**src/rtl/mem_arb_pkg.sv**
```systemverilog
// Shared constants for the two-master memory arbiter.
// State and owner encodings plus default bus widths.
package mem_arb_pkg;
  localparam int ADDR_W_DEF = 32;
  localparam int DATA_W_DEF = 32;

  localparam logic [1:0] S_IDLE = 2'd0;
  localparam logic [1:0] S_REQ  = 2'd1;
  localparam logic [1:0] S_RESP = 2'd2;

  localparam logic OWN_IFU = 1'b0;
  localparam logic OWN_LSU = 1'b1;
endpackage

```
**src/rtl/mem_arbiter_rr_arb2.sv**
```systemverilog
// Two-way round-robin grant, purely combinational.
// Bit 0 is the IFU, bit 1 is the LSU.
module rr_arb2
  import mem_arb_pkg::*;
(
  input  logic [1:0] req_i,
  input  logic       last_i,
  output logic [1:0] gnt_o
);

  // On a tie the master that did not win last time goes next
  always_comb begin
    gnt_o = req_i;
    if (&req_i)
      gnt_o = (last_i == OWN_LSU) ? 2'b01 : 2'b10;
  end

endmodule

```
**src/rtl/mem_arbiter.sv**
```systemverilog
// Shares one memory port between fetch and load/store.
// One outstanding transaction with timeout abort.
module mem_arbiter
  import mem_arb_pkg::*;
#(
  parameter int ADDR_W  = ADDR_W_DEF,
  parameter int DATA_W  = DATA_W_DEF,
  parameter int TIMEOUT = 255
) (
  input  logic                clk_i,
  input  logic                rst_i,
  input  logic                if_valid_i,
  output logic                if_ready_o,
  input  logic [ADDR_W-1:0]   if_addr_i,
  output logic                if_rvalid_o,
  output logic [DATA_W-1:0]   if_rdata_o,
  output logic                if_err_o,
  input  logic                ls_valid_i,
  output logic                ls_ready_o,
  input  logic [ADDR_W-1:0]   ls_addr_i,
  input  logic                ls_wen_i,
  input  logic [DATA_W-1:0]   ls_wdata_i,
  input  logic [DATA_W/8-1:0] ls_wmask_i,
  output logic                ls_rvalid_o,
  output logic [DATA_W-1:0]   ls_rdata_o,
  output logic                ls_err_o,
  output logic                mem_valid_o,
  input  logic                mem_ready_i,
  output logic [ADDR_W-1:0]   mem_addr_o,
  output logic                mem_wen_o,
  output logic [DATA_W-1:0]   mem_wdata_o,
  output logic [DATA_W/8-1:0] mem_wmask_o,
  input  logic                mem_rvalid_i,
  input  logic [DATA_W-1:0]   mem_rdata_i,
  input  logic                mem_err_i,
  output logic                busy_o
);

  localparam int MW    = DATA_W / 8;
  localparam int CNT_W = $clog2(TIMEOUT + 1);
  localparam logic [CNT_W-1:0] CNT_LAST = CNT_W'(TIMEOUT - 1);

  logic [1:0]        state_q, state_d;
  logic              owner_q, owner_d;
  logic              last_q, last_d;
  logic [CNT_W-1:0]  cnt_q, cnt_d;
  logic              mval_q, mval_d;
  logic [ADDR_W-1:0] maddr_q, maddr_d;
  logic              mwen_q, mwen_d;
  logic [DATA_W-1:0] mwdata_q, mwdata_d;
  logic [MW-1:0]     mwmask_q, mwmask_d;
  logic              ifrv_q, ifrv_d;
  logic [DATA_W-1:0] ifrd_q, ifrd_d;
  logic              iferr_q, iferr_d;
  logic              lsrv_q, lsrv_d;
  logic [DATA_W-1:0] lsrd_q, lsrd_d;
  logic              lserr_q, lserr_d;

  logic [1:0]        gnt;
  logic              idle;
  logic              rsp;
  logic              abort;
  logic [DATA_W-1:0] rsp_data;
  logic              rsp_err;

  rr_arb2 u_rr (
    .req_i  ({ls_valid_i, if_valid_i}),
    .last_i (last_q),
    .gnt_o  (gnt)
  );

  assign idle = (state_q == S_IDLE);

  // Grant is visible only while idle
  always_comb begin
    if_ready_o = idle & gnt[0];
    ls_ready_o = idle & gnt[1];
  end

  // FSM, payload capture, timeout and response routing
  always_comb begin
    state_d  = state_q;
    owner_d  = owner_q;
    last_d   = last_q;
    cnt_d    = cnt_q;
    mval_d   = mval_q;
    maddr_d  = maddr_q;
    mwen_d   = mwen_q;
    mwdata_d = mwdata_q;
    mwmask_d = mwmask_q;
    ifrv_d   = 1'b0;
    ifrd_d   = ifrd_q;
    iferr_d  = iferr_q;
    lsrv_d   = 1'b0;
    lsrd_d   = lsrd_q;
    lserr_d  = lserr_q;
    rsp      = 1'b0;
    abort    = 1'b0;
    rsp_data = '0;
    rsp_err  = 1'b0;
    unique case (state_q)
      S_IDLE: begin
        if (|gnt) begin
          owner_d = gnt[1];
          last_d  = gnt[1];
          cnt_d   = '0;
          mval_d  = 1'b1;
          state_d = S_REQ;
          if (gnt[1]) begin
            maddr_d  = ls_addr_i;
            mwen_d   = ls_wen_i;
            mwdata_d = ls_wdata_i;
            mwmask_d = ls_wmask_i;
          end else begin
            maddr_d  = if_addr_i;
            mwen_d   = 1'b0;
            mwdata_d = '0;
            mwmask_d = '1;
          end
        end
      end
      S_REQ: begin
        if (cnt_q != '1)
          cnt_d = cnt_q + 1'b1;
        if (mem_ready_i) begin
          mval_d  = 1'b0;
          state_d = S_RESP;
          if (mem_rvalid_i) begin
            rsp     = 1'b1;
            state_d = S_IDLE;
          end
        end
        if (!rsp && cnt_q == CNT_LAST)
          abort = 1'b1;
      end
      S_RESP: begin
        if (cnt_q != '1)
          cnt_d = cnt_q + 1'b1;
        if (mem_rvalid_i) begin
          rsp     = 1'b1;
          state_d = S_IDLE;
        end else if (cnt_q == CNT_LAST) begin
          abort = 1'b1;
        end
      end
      default: state_d = S_IDLE;
    endcase
    if (abort) begin
      mval_d  = 1'b0;
      state_d = S_IDLE;
    end
    if (rsp) begin
      rsp_data = mwen_q ? '0 : mem_rdata_i;
      rsp_err  = mem_err_i;
    end else begin
      rsp_err  = 1'b1;
    end
    if (rsp || abort) begin
      if (owner_q == OWN_LSU) begin
        lsrv_d  = 1'b1;
        lsrd_d  = rsp_data;
        lserr_d = rsp_err;
      end else begin
        ifrv_d  = 1'b1;
        ifrd_d  = rsp_data;
        iferr_d = rsp_err;
      end
    end
  end

  // State and output registers with synchronous reset
  always_ff @(posedge clk_i) begin
    if (rst_i) begin
      state_q  <= S_IDLE;
      owner_q  <= OWN_IFU;
      last_q   <= OWN_LSU;
      cnt_q    <= '0;
      mval_q   <= 1'b0;
      maddr_q  <= '0;
      mwen_q   <= 1'b0;
      mwdata_q <= '0;
      mwmask_q <= '0;
      ifrv_q   <= 1'b0;
      ifrd_q   <= '0;
      iferr_q  <= 1'b0;
      lsrv_q   <= 1'b0;
      lsrd_q   <= '0;
      lserr_q  <= 1'b0;
    end else begin
      state_q  <= state_d;
      owner_q  <= owner_d;
      last_q   <= last_d;
      cnt_q    <= cnt_d;
      mval_q   <= mval_d;
      maddr_q  <= maddr_d;
      mwen_q   <= mwen_d;
      mwdata_q <= mwdata_d;
      mwmask_q <= mwmask_d;
      ifrv_q   <= ifrv_d;
      ifrd_q   <= ifrd_d;
      iferr_q  <= iferr_d;
      lsrv_q   <= lsrv_d;
      lsrd_q   <= lsrd_d;
      lserr_q  <= lserr_d;
    end
  end

  assign mem_valid_o = mval_q;
  assign mem_addr_o  = maddr_q;
  assign mem_wen_o   = mwen_q;
  assign mem_wdata_o = mwdata_q;
  assign mem_wmask_o = mwmask_q;
  assign if_rvalid_o = ifrv_q;
  assign if_rdata_o  = ifrd_q;
  assign if_err_o    = iferr_q;
  assign ls_rvalid_o = lsrv_q;
  assign ls_rdata_o  = lsrd_q;
  assign ls_err_o    = lserr_q;
  assign busy_o      = ~idle;

endmodule

```
**config.mk**
```make
export PLATFORM = sky130hd
export DESIGN_NAME = mem_arbiter
export DESIGN_NICKNAME = d
export VERILOG_FILES = /design/src/rtl/mem_arb_pkg.sv /design/src/rtl/mem_arbiter_rr_arb2.sv /design/src/rtl/mem_arbiter.sv
export SDC_FILE = /design/constraint.sdc
export NUM_CORES = 1
export LEC_CHECK = 0
export ABC_AREA = 1
export BUFFER_PORTS_ARGS = -buffer_cell sky130_fd_sc_hd__buf_2
export CORE_ASPECT_RATIO = 0.7
export CORE_MARGIN = 2
export CORE_UTILIZATION = 48
export DETAILED_ROUTE_END_ITERATION = 16
export HOLD_SLACK_MARGIN = 0.08
export PLACE_DENSITY_LB_ADDON = 0.12
export SYNTH_ARGS = -nofsm -noshare
export SYNTH_HDL_FRONTEND = slang
export SYNTH_SLANG_ARGS = --single-unit
```
**constraint.sdc**
```tcl
create_clock -name clk_i -period 2.02 [get_ports clk_i]
set_input_delay 0.101 -clock clk_i [delete_from_list [all_inputs] [get_ports clk_i]]
set_output_delay 0.101 -clock clk_i [all_outputs]
set_load 0.005 [all_outputs]
```
# After elaboration in Yosys (flattened, before gate mapping)
# Cells that the tools add are included.
[op_classes]
eq_ne = 8
n_mux = 30
bitwise = 5
reduce_logical = 17
add_sub_neg = 1
[ops]
columns = ["op", "n"]
rows = [
  ["2-to-1 mux 32 bit", 4],
  ["2-to-1 mux 8 bit", 2],
  ["case mux 8 bit (2 select lines)", 1],
  ["2-to-1 mux 1 bit", 12],
  ["2-to-1 mux 2 bit", 6],
  ["AND reduction 3 bit", 3],
  ["adder 8 x 1 -> 8 bit, second input constant", 1],
  ["== test 8 bit, second input constant", 1],
  ["inequality test 8 bit, second input constant", 1],
  ["AND reduction 2 bit", 4],
  ["OR reduction 2 bit", 4],
  ["case mux 1 bit (2 select lines)", 3],
  ["case mux 2 bit (3 select lines)", 1],
  ["2-to-1 mux 4 bit", 1],
  ["inequality test 2 x 1 -> 1 bit, second input constant", 2],
  ["inequality test 2 bit, second input constant", 2],
  ["nonzero test 2 bit", 2],
  ["NOT 1 bit", 3],
  ["bitwise AND 1 bit", 2],
  ["== test 2 x 1 -> 1 bit, second input constant", 1],
  ["== test 2 bit, second input constant", 1],
  ["zero test 2 bit", 1],
  ["logical AND 1 bit", 1],
  ["zero test 1 bit", 1],
  ["logical OR 1 bit", 1],
]
[totals]
output_inout_bits = 141
elab_cells = 76
reg_bits = 150

# Longest topological paths before layout
# Gate-level depths: netlist of run 1.
[depth]
depth_word = 10
depth_mapped = 11
mapped_depth_nobuf = 11

# Hierarchy
# From an unflattened synthesis of run 1, not the netlist that was laid out.
[unflattened]
hier_cells = 929
area_unflattened_um2 = 6451.2
[modules_own_cells]
columns = ["module", "cells_per_inst", "instances", "area_each_um2"]
rows = [
  ["mem_arbiter", 924, 1, 6429.9],
  ["rr_arb2", 5, 1, 21.3],
]

# Worst setup path before layout of run 1
# No wires, ideal clock.
[synth_timing]
kind = "flip-flop to flip-flop"
startpoint = "register state_q[0]"
endpoint = "register lsrd_q[10] (netlist: ls_rdata_o[10])"
path_stages_with_launch = 11
arrival_time_ns = 1.630
setup_slack_ns = 0.277
synth_period_minus_slack_ns = 1.743
required_ns = 1.907
n_path_buf = 1
setup_time_ns = 0.113
cell_sequence = "dfxtp_1 inv_1 ha_1 nand2_2 a21oi_4 inv_4 nand2_4 nand2_4 buf_2 nor2_1 nor2_1"
[synth_between]
elab_chain_cells = 4
elab_cells_between_ends = 7
classes_between = "2 x eq/ne; 3 x mux; 2 x reduce/logical"
[synth_rtl]
columns = ["element", "line_no", "source"]
rows = [
  ["start, declared", "mem_arbiter.sv:43", "logic [1:0] state_q, state_d;"],
  ["start signal, assigned", "mem_arbiter.sv:190", "state_q <= state_d;"],
  ["== test 2 bit / == test 2 x 1 -> 1 bit (equally long branches)", "mem_arbiter.sv:101", "unique case (state_q)"],
  ["case mux 1 bit (2 select lines)", "mem_arbiter.sv:101", ""],
  ["logical OR 1 bit", "mem_arbiter.sv:158", "if (rsp || abort) begin"],
  ["AND reduction 2 bit (no line)", "n/a", ""],
  ["end signal, assigned", "mem_arbiter.sv:203", "lsrd_q <= lsrd_d;"],
  ["end, declared", "mem_arbiter.sv:56", "logic [DATA_W-1:0] lsrd_q, lsrd_d;"],
]
# Parallel ways exist; a longest one is shown, timed or not.
# A chain may end at the register's enable or synchronous reset.

# Worst setup path after layout of run 1
[layout_timing]
startpoint = "register state_q[0]"
endpoint = "output ls_ready_o"
[layout_between]
elab_chain_cells = 2
[layout_rtl]
columns = ["element", "line_no", "source"]
rows = [
  ["zero test 2 bit", "mem_arbiter.sv:72", "assign idle = (state_q == S_IDLE);"],
  ["bitwise AND 1 bit", "mem_arbiter.sv:77", "ls_ready_o = idle & gnt[1];"],
  ["end, declared", "mem_arbiter.sv:19", "output logic ls_ready_o,"],
]
# Every way passes these cells.

==> impl_metrics.py, run 1 <==
metrics = {
    "power": {
        "p_leak_nw": 5.08,
        "powerDensity_mw_per_mm2": 1020,
        "vdd_drop_max_uv": 621,
    },
    "clock_network": {
        "cts-root-buf": "clkbuf_16",
        "cts_max_path_buffers": 2,
        "clk_pin_slew_ns": 0.06,
        "cts_tree": "built",
        "cts.sinks": 150,
        "clk_latency_ns": 0.41,
        "cts_buffers": 17,
        "htree_levels": 4,
    },
    "place": {
        "routabilityCongestion": 0.895,
        "dpl_cell_area_mm2": 0.00808,
        "pre_cts_slack_ns": -0.0100,
        "io_buffers": 280,
        "place_hpwl_mm": 13.2,
    },
    "timing": {
        "setup_tns_ns": 0,
        "period_minus_slack_ns": 1.92,
        "setup_viol": 0,
        "clock_skew_ns": 0.0102,
        "fin_crit_sh_pct": 95.0,
        "slew_headroom_pct": 69.9,
        "worst_slew_pin_slew_ns": 0.452,
        "fmax_ghz": 0.521,
        "fin_ws_ns": 0.100,
        "hold_viol": 0,
        "drv_slew": 0,
    },
    "global_route": {
        "grt_start_max_net_pins": 46,
        "grt.total_usage_pct": 31.2,
        "antenna_found_initial": 2,
        "grt_pass1_wl_mm": 36.0,
        "grt_pass1_vias": 7320,
        "grt_overflow": 0,
    },
    "floorplan": {
        "fp.dieH_um": 101,
        "dieWidth_um": 143,
        "rows": 35,
        "start_util_pct": 49.3,
        "io-pin-count": 281,
        "core_mm2": 0.0132,
        "die_area_mm2": 0.0145,
    },
    "finish": {
        "final_net_count": 1467,
        "area_growth_pct": 56.7,
        "postLayoutCellArea_mm2": 0.0102,
        "drive_above_1_share_pct": 26.5,
    },
    "synth": {
        "synth_edf_count": 0,
        "synthCells": 924,
        "synth.distinct_cells": 29,
        "async_flop_share_pct": 0,
        "synth_warnings": 0,
        "synth_fp_nets": 1069,
        "syn_avg_cell_area_um2": 7.04,
        "synth_flop_cell": "dfxtp_1",
        "ys_seq_elements": 150,
        "seq_area_frac_synth_pct": 46.2,
        "synth_area_mm2": 0.00650,
    },
    "drt": {
        "first_pass_iters": 8,
        "num_vias": 7780,
        "ant_nets": 0,
        "via_per_inst": 5.12,
        "wl_per_cell_um": 15.4,
        "drc": 0,
        "wl_mm": 23.5,
        "drtIter0Drc": 623,
    },
    "job": {
        "drv_cap": 0,
    },
    "worst_setup_path": {
        "worst_setup_path_start_kind": "flip-flop",
        "worstSetupPathType": "flip-flop to output port",
        "reg2reg_slack_ns": 0.13,
        "worstPathRequired_ns": 1.92,
        "end_kind": "output port",
        "crit_fanout": 34,
        "cp.arrival_ns": 1.82,
    },
    "min_path": {
        "hp-class": "input port to flip-flop",
    },
    "outcome": {
        "status": "completed",
    },
}
-- cells by family after synthesis --
group	synth area share (%)
and+or+nand+nor	31.6
AOI/OAI and AO/OA	12.9
DFF	46.2
buffers and inverters	8.24
adders and majority gates	0.962
xor gates and xnor gates	0.135
-- through the flow --
| stage | power, mW | instances | util [%] | hold slack (ns) |
|---|---|---|---|---|
| finish | 10.4 | 1521 | 77.3 | 0.0864 |
| global route | 11.0 | 1520 | 77.3 | 0.111 |
| floorplan | 5.43 | 924 | - | 0.250 |
| CTS | 10.2 | 1515 | 76.3 | 0.0815 |
| detailed placement | 6.56 | 1350 | 61.3 | 0.358 |
| global placement | 6.55 | 1350 | 61.3 | 0.356 |
-- synthesized netlist by cell type (2+ instances only) --
| master | number | area, um^2 |
|---|---|---|
| nand2_4 | 3 | 33.8 |
| o21bai_1 | 3 | 22.5 |
| clkbuf_1 | 32 | 120 |
| inv_1 | 53 | 199 |
| nand3_1 | 71 | 355 |
| a31oi_1 | 33 | 206 |
| nand2_1 | 243 | 912 |
| o21ai_0 | 41 | 205 |
| inv_2 | 2 | 7.51 |
| buf_2 | 20 | 100 |
| buf_6 | 4 | 45.0 |
| nor2_1 | 147 | 552 |
| ha_1 | 5 | 62.6 |
| nand3b_1 | 22 | 165 |
| nor3_1 | 2 | 10.0 |
| buf_8 | 2 | 30.0 |
| buf_1 | 5 | 18.8 |
| dfxtp_1 | 150 | 3000 |
| a21oi_1 | 76 | 380 |
-- metal layers --
| metal | track usage [%] | wire length [um] | share of wire [%] | vias to the layer above |
|---|---|---|---|---|
| met5 | 0 | 0 | 0 | - |
| met4 | 18.4 | 1190 | 5.1 | 0 |
| met3 | 6.81 | 1770 | 7.5 | 103 |
| met2 | 50.8 | 10800 | 46 | 406 |
| met1 | 38.4 | 9770 | 42 | 3492 |
| li1 | - | - | - | 3779 |
-- area by class of cell --
class	count	area, um^2
repair buffers	441	3070
multi-input cells	655	3030
flip-flops and latches	150	3000
fillers	901	2990
clock buffers	18	429
well taps	185	231
inverters	57	219
clock inverters	13	195
diodes	2	5.00
-- state kept, by name, summed over array words and instances (netlist names) --
signal	cells
cnt_q	8
mem_wdata_o	32
mem_wmask_o	4
last_q	1
mem_valid_o	1
ls_rdata_o	32
ls_err_o	1
mem_addr_o	32
mem_wen_o	1
state_q	2
if_rdata_o	32
owner_q	1
ls_rvalid_o	1
if_rvalid_o	1
if_err_o	1
-- final timing paths --
check / start / endpoint / depth (start not counted)
setup reg to reg: state_q[0]$_SDFFE_PP0P_ / if_rdata_o[16]$_SDFFE_PP0P_ / 10
setup / recovery: state_q[0]$_SDFFE_PP0P_ / ls_ready_o / 7
hold / removal: mem_rdata_i[29] / if_rdata_o[29]$_SDFFE_PP0P_ / 5
hold reg to reg: mem_wdata_o[10]$_SDFFE_PP0P_ / mem_wdata_o[10]$_SDFFE_PP0P_ / 2
-- critical path, cell delays in order, from the launching register on --
cell	delay (ns)
dfxtp_1	0.33
inv_1	0.14
ha_4	0.17
nand3_1	0.13
buf_6	0.18
clkinv_1	0.06
buf_8	0.22
buf_2	0.17
-- placed cells by master, fill, tap and decap left out, types with 2 or more instances in the layout --
cell and instances:
nand2_1 242, buf_6 2, o21ai_1 3, inv_2 3, o21ai_0 38, diode_2 2, inv_6 5, nand3_1 70
ha_1 4, bufinv_16 4, o21bai_1 3, dfxtp_1 150, buf_4 16, nand2_2 2, nand2_4 2, nor2_1 146
a21oi_1 76, buf_2 280, a31oi_1 33, nand2_8 3, nor3_1 2, clkbuf_16 19, nand3b_1 22, clkinv_4 4
buf_12 6, dlygate4sd3_1 134, inv_1 52
-- power by group --
part | internal [mW] | leakage [nW] | switching (mW)
combinational | 1.39 | 3.55 | 1.90
clock | 2.08 | 0.306 | 1.30
sequential | 3.45 | 1.22 | 0.272
-- what timing repair did --
item                                   in CTS  in global routing
endpoints found under the hold margin     105                  0
setup buffers                               0                  0
gates cloned                                0                  4
hold buffers                              134                  0
setup endpoints to repair                  12                 64
resized for setup                           2                 12
pin swaps                                   0                  2
(Power assumes the default switching activity.)
==> inputs of run 2 (changes only) <==
--- a/config.mk
+++ b/config.mk
@@ -9,8 +9,9 @@
 export BUFFER_PORTS_ARGS = -buffer_cell sky130_fd_sc_hd__buf_2
 export CORE_ASPECT_RATIO = 0.7
 export CORE_MARGIN = 2
-export CORE_UTILIZATION = 48
+export CORE_UTILIZATION = 51
 export DETAILED_ROUTE_END_ITERATION = 16
+export GPL_ROUTABILITY_DRIVEN = 0
 export HOLD_SLACK_MARGIN = 0.08
 export PLACE_DENSITY_LB_ADDON = 0.12
 export SYNTH_ARGS = -nofsm -noshare
==> constraint.sdc (replaced) <==
create_clock -name clk_i -period 2.4 [get_ports clk_i]
set_input_delay 0.12 -clock clk_i [delete_from_list [all_inputs] [get_ports clk_i]]
set_output_delay 0.12 -clock clk_i [all_outputs]
set_load 0.005 [all_outputs]
==> impl_metrics.py, run 2 (same netlist as run 1, synthesis figures left out) <==
metrics = {
    "job": {
        "drv_cap": 0,
    },
    "place": {
        "place_hpwl_mm": 13.2,
        "io_buffers": 280,
        "numPlacedInstances": 1319,
    },
    "outcome": {
        "status": "completed",
    },
    "drt": {
        "ant_nets": 0,
        "via_per_inst": 5.18,
        "wl_per_cell_um": 15.0,
        "first_pass_iters": 6,
        "wl_mm": 22.0,
        "drc": 0,
        "num_vias": 7610,
        "drtIter0Drc": 535,
    },
    "clock_network": {
        "cts.sinks": 150,
        "clk_latency_ns": 0.42,
        "cts_max_path_buffers": 2,
        "cts_tree": "built",
        "htree_levels": 4,
        "cts-root-buf": "clkbuf_16",
        "cts_buffers": 17,
        "clk_pin_slew_ns": 0.07,
    },
    "timing": {
        "clock_skew_ns": 0.0142,
        "fin_crit_sh_pct": 93.5,
        "period_minus_slack_ns": 2.24,
        "hold_viol": 0,
        "rsz0062_at_grt": "no",
        "setup_tns_ns": 0,
        "slew_headroom_pct": 62.6,
        "setup_viol": 0,
        "drv_slew": 0,
        "worst_slew_pin_slew_ns": 0.560,
        "fmax_ghz": 0.446,
    },
    "worst_setup_path": {
        "r2r-end": "mem_addr_o[22]$_SDFFE_PP0P_",
        "reg2reg_slack_ns": 0.16,
        "crit_fanout": 28,
        "end_kind": "flip-flop",
        "worst_setup_path_start_kind": "flip-flop",
        "critPathMaxStageDelay_ns": 0.56,
        "cp.arrival_ns": 2.55,
        "worstSetupPathType": "flip-flop to flip-flop",
        "worstPathRequired_ns": 2.71,
        "path_cells": "inv_1, ha_2, nand2_1, o21bai_1, nand2_4, buf_4, clkbuf_16, a31oi_1, dlygate4sd3_1",
        "rr_startpoint": "state_q[0]$_SDFFE_PP0P_",
        "reg2reg_depth": 9,
        "cp_slowest_cell": "dlygate4sd3_1",
    },
    "finish": {
        "final_core_util_pct": 78.7,
        "final_net_count": 1437,
        "area_growth_pct": 50.4,
        "finalNonFillerCells": 1468,
        "final_cell_mix": "buf_2, nand2_1, dfxtp_1",
        "layout_commonest_cell": "buf_2",
        "drive_above_1_share_pct": 26.5,
    },
    "global_route": {
        "grt_pass1_wl_mm": 35.3,
        "grt.total_usage_pct": 31.5,
        "grt_start_max_net_pins": 57,
        "grt_overflow": 0,
        "grt_pass1_vias": 7253,
        "antenna_found_initial": 1,
    },
    "floorplan": {
        "fp.dieH_um": 98.5,
        "dieWidth_um": 139,
        "start_util_pct": 52.3,
        "io-pin-count": 281,
        "core_mm2": 0.0124,
        "die_area_mm2": 0.0137,
        "rows": 34,
    },
    "power": {
        "p_total_mw": 8.82,
        "p_switching_mw": 2.89,
        "pwr-share-clk_pct": 33.5,
        "p_int_mw": 5.93,
        "powerDensity_mw_per_mm2": 902,
        "p_sw_share_pct": 32.8,
        "combPwrFrac_pct": 31.1,
        "p_seq_share_pct": 35.4,
        "vdd_drop_max_uv": 612,
        "p_leak_nw": 4.98,
    },
    "min_path": {
        "min_path_cells": 5,
        "min_to": "ls_rdata_o[8]$_SDFFE_PP0P_",
        "hold_start": "mem_rdata_i[8]",
        "hp-class": "input port to flip-flop",
    },
}
run 2: cell types whose count changed in the layout (fill, tap and decap cells not counted), sizes merged:
cell | before | now
dlygate4sd3 | 134 | 112
buf | 305 | 300
clkinv | 6 | 3
clkinvlp | 0 | 2
nand2 | 249 | 247
clkbuf | 20 | 21
diode | 2 | 1
run 2: routing by layer:
layer	vias up	global-route usage (%)	part of all wire, %
li1	3721	-	-
met1	3424	39.9	41
met2	383	50.1	46
met3	82	8.31	8.7
met5	-	0	0
met4	0	16.0	4.2
run 2: worst max-delay path by stage:
stage | from | end | slack (ns) | cells past startpoint
finish | state_q[0]$_SDFFE_PP0P_ | mem_addr_o[22]$_SDFFE_PP0P_ | 0.16 | 9
global route | state_q[0]$_SDFFE_PP0P_ | mem_addr_o[14]$_SDFFE_PP0P_ | 0.03 | 9
CTS | state_q[0]$_SDFFE_PP0P_ | mem_addr_o[14]$_SDFFE_PP0P_ | 0.01 | 9
detailed placement | state_q[0]$_SDFFE_PP0P_ | if_rdata_o[17]$_SDFFE_PP0P_ | 0.33 | 10
global placement | state_q[0]$_SDFFE_PP0P_ | if_rdata_o[17]$_SDFFE_PP0P_ | 0.35 | 10
floorplan | state_q[0]$_SDFFE_PP0P_ | ls_rdata_o[10]$_SDFFE_PP0P_ | 0.66 | 10
run 2: critical path, delay by kind of cell (launching register included):
kind	cells	cell delay (ns)
AND/OR/NAND/NOR	2	0.23
buffers and inverters	4	1.02
AO/OA/AOI/OAI	2	0.31
flip-flops	1	0.33
adder cells (fa/ha/maj)	1	0.24
run 2: what timing repair did:
action                     in CTS  in global routing
resized for setup               0                  4
hold buffers                  112                  0
buffers inserted                0                  3
setup endpoints to repair       0                 17
hold endpoints to repair       81                  0
run 2: metrics by stage:
stage | instance area [um^2] | hold slack [ns] | worst slack, ns
floorplan | 6500 | 0.269 | 0.657
global placement | 7940 | 0.377 | 0.349
detailed placement | 7940 | 0.378 | 0.330
CTS | 9720 | 0.0804 | 0.0129
global route | 9780 | 0.102 | 0.0349
finish | 9780 | 0.0915 | 0.156
run 2: power groups by stage:
stage	clock (mW)	combinational, mW	sequential [mW]
after CTS	2.98	2.56	3.10
after global routing	3.11	3.02	3.16
final	2.96	2.74	3.12
after global placement	0	2.24	3.14
after floorplan	0	1.39	3.18
after detailed placement	0	2.26	3.15
run 2: area by class of cell:
type / instances / area, um^2
Sequential cell: 150 / 3000
Multi-Input combinational cell: 653 / 2980
Timing Repair Buffer: 413 / 2720
Fill cell: 881 / 2640
Clock buffer: 20 / 467
Inverter: 57 / 216
Tap cell: 162 / 203
Clock inverter: 12 / 190
Antenna cell: 1 / 2.50
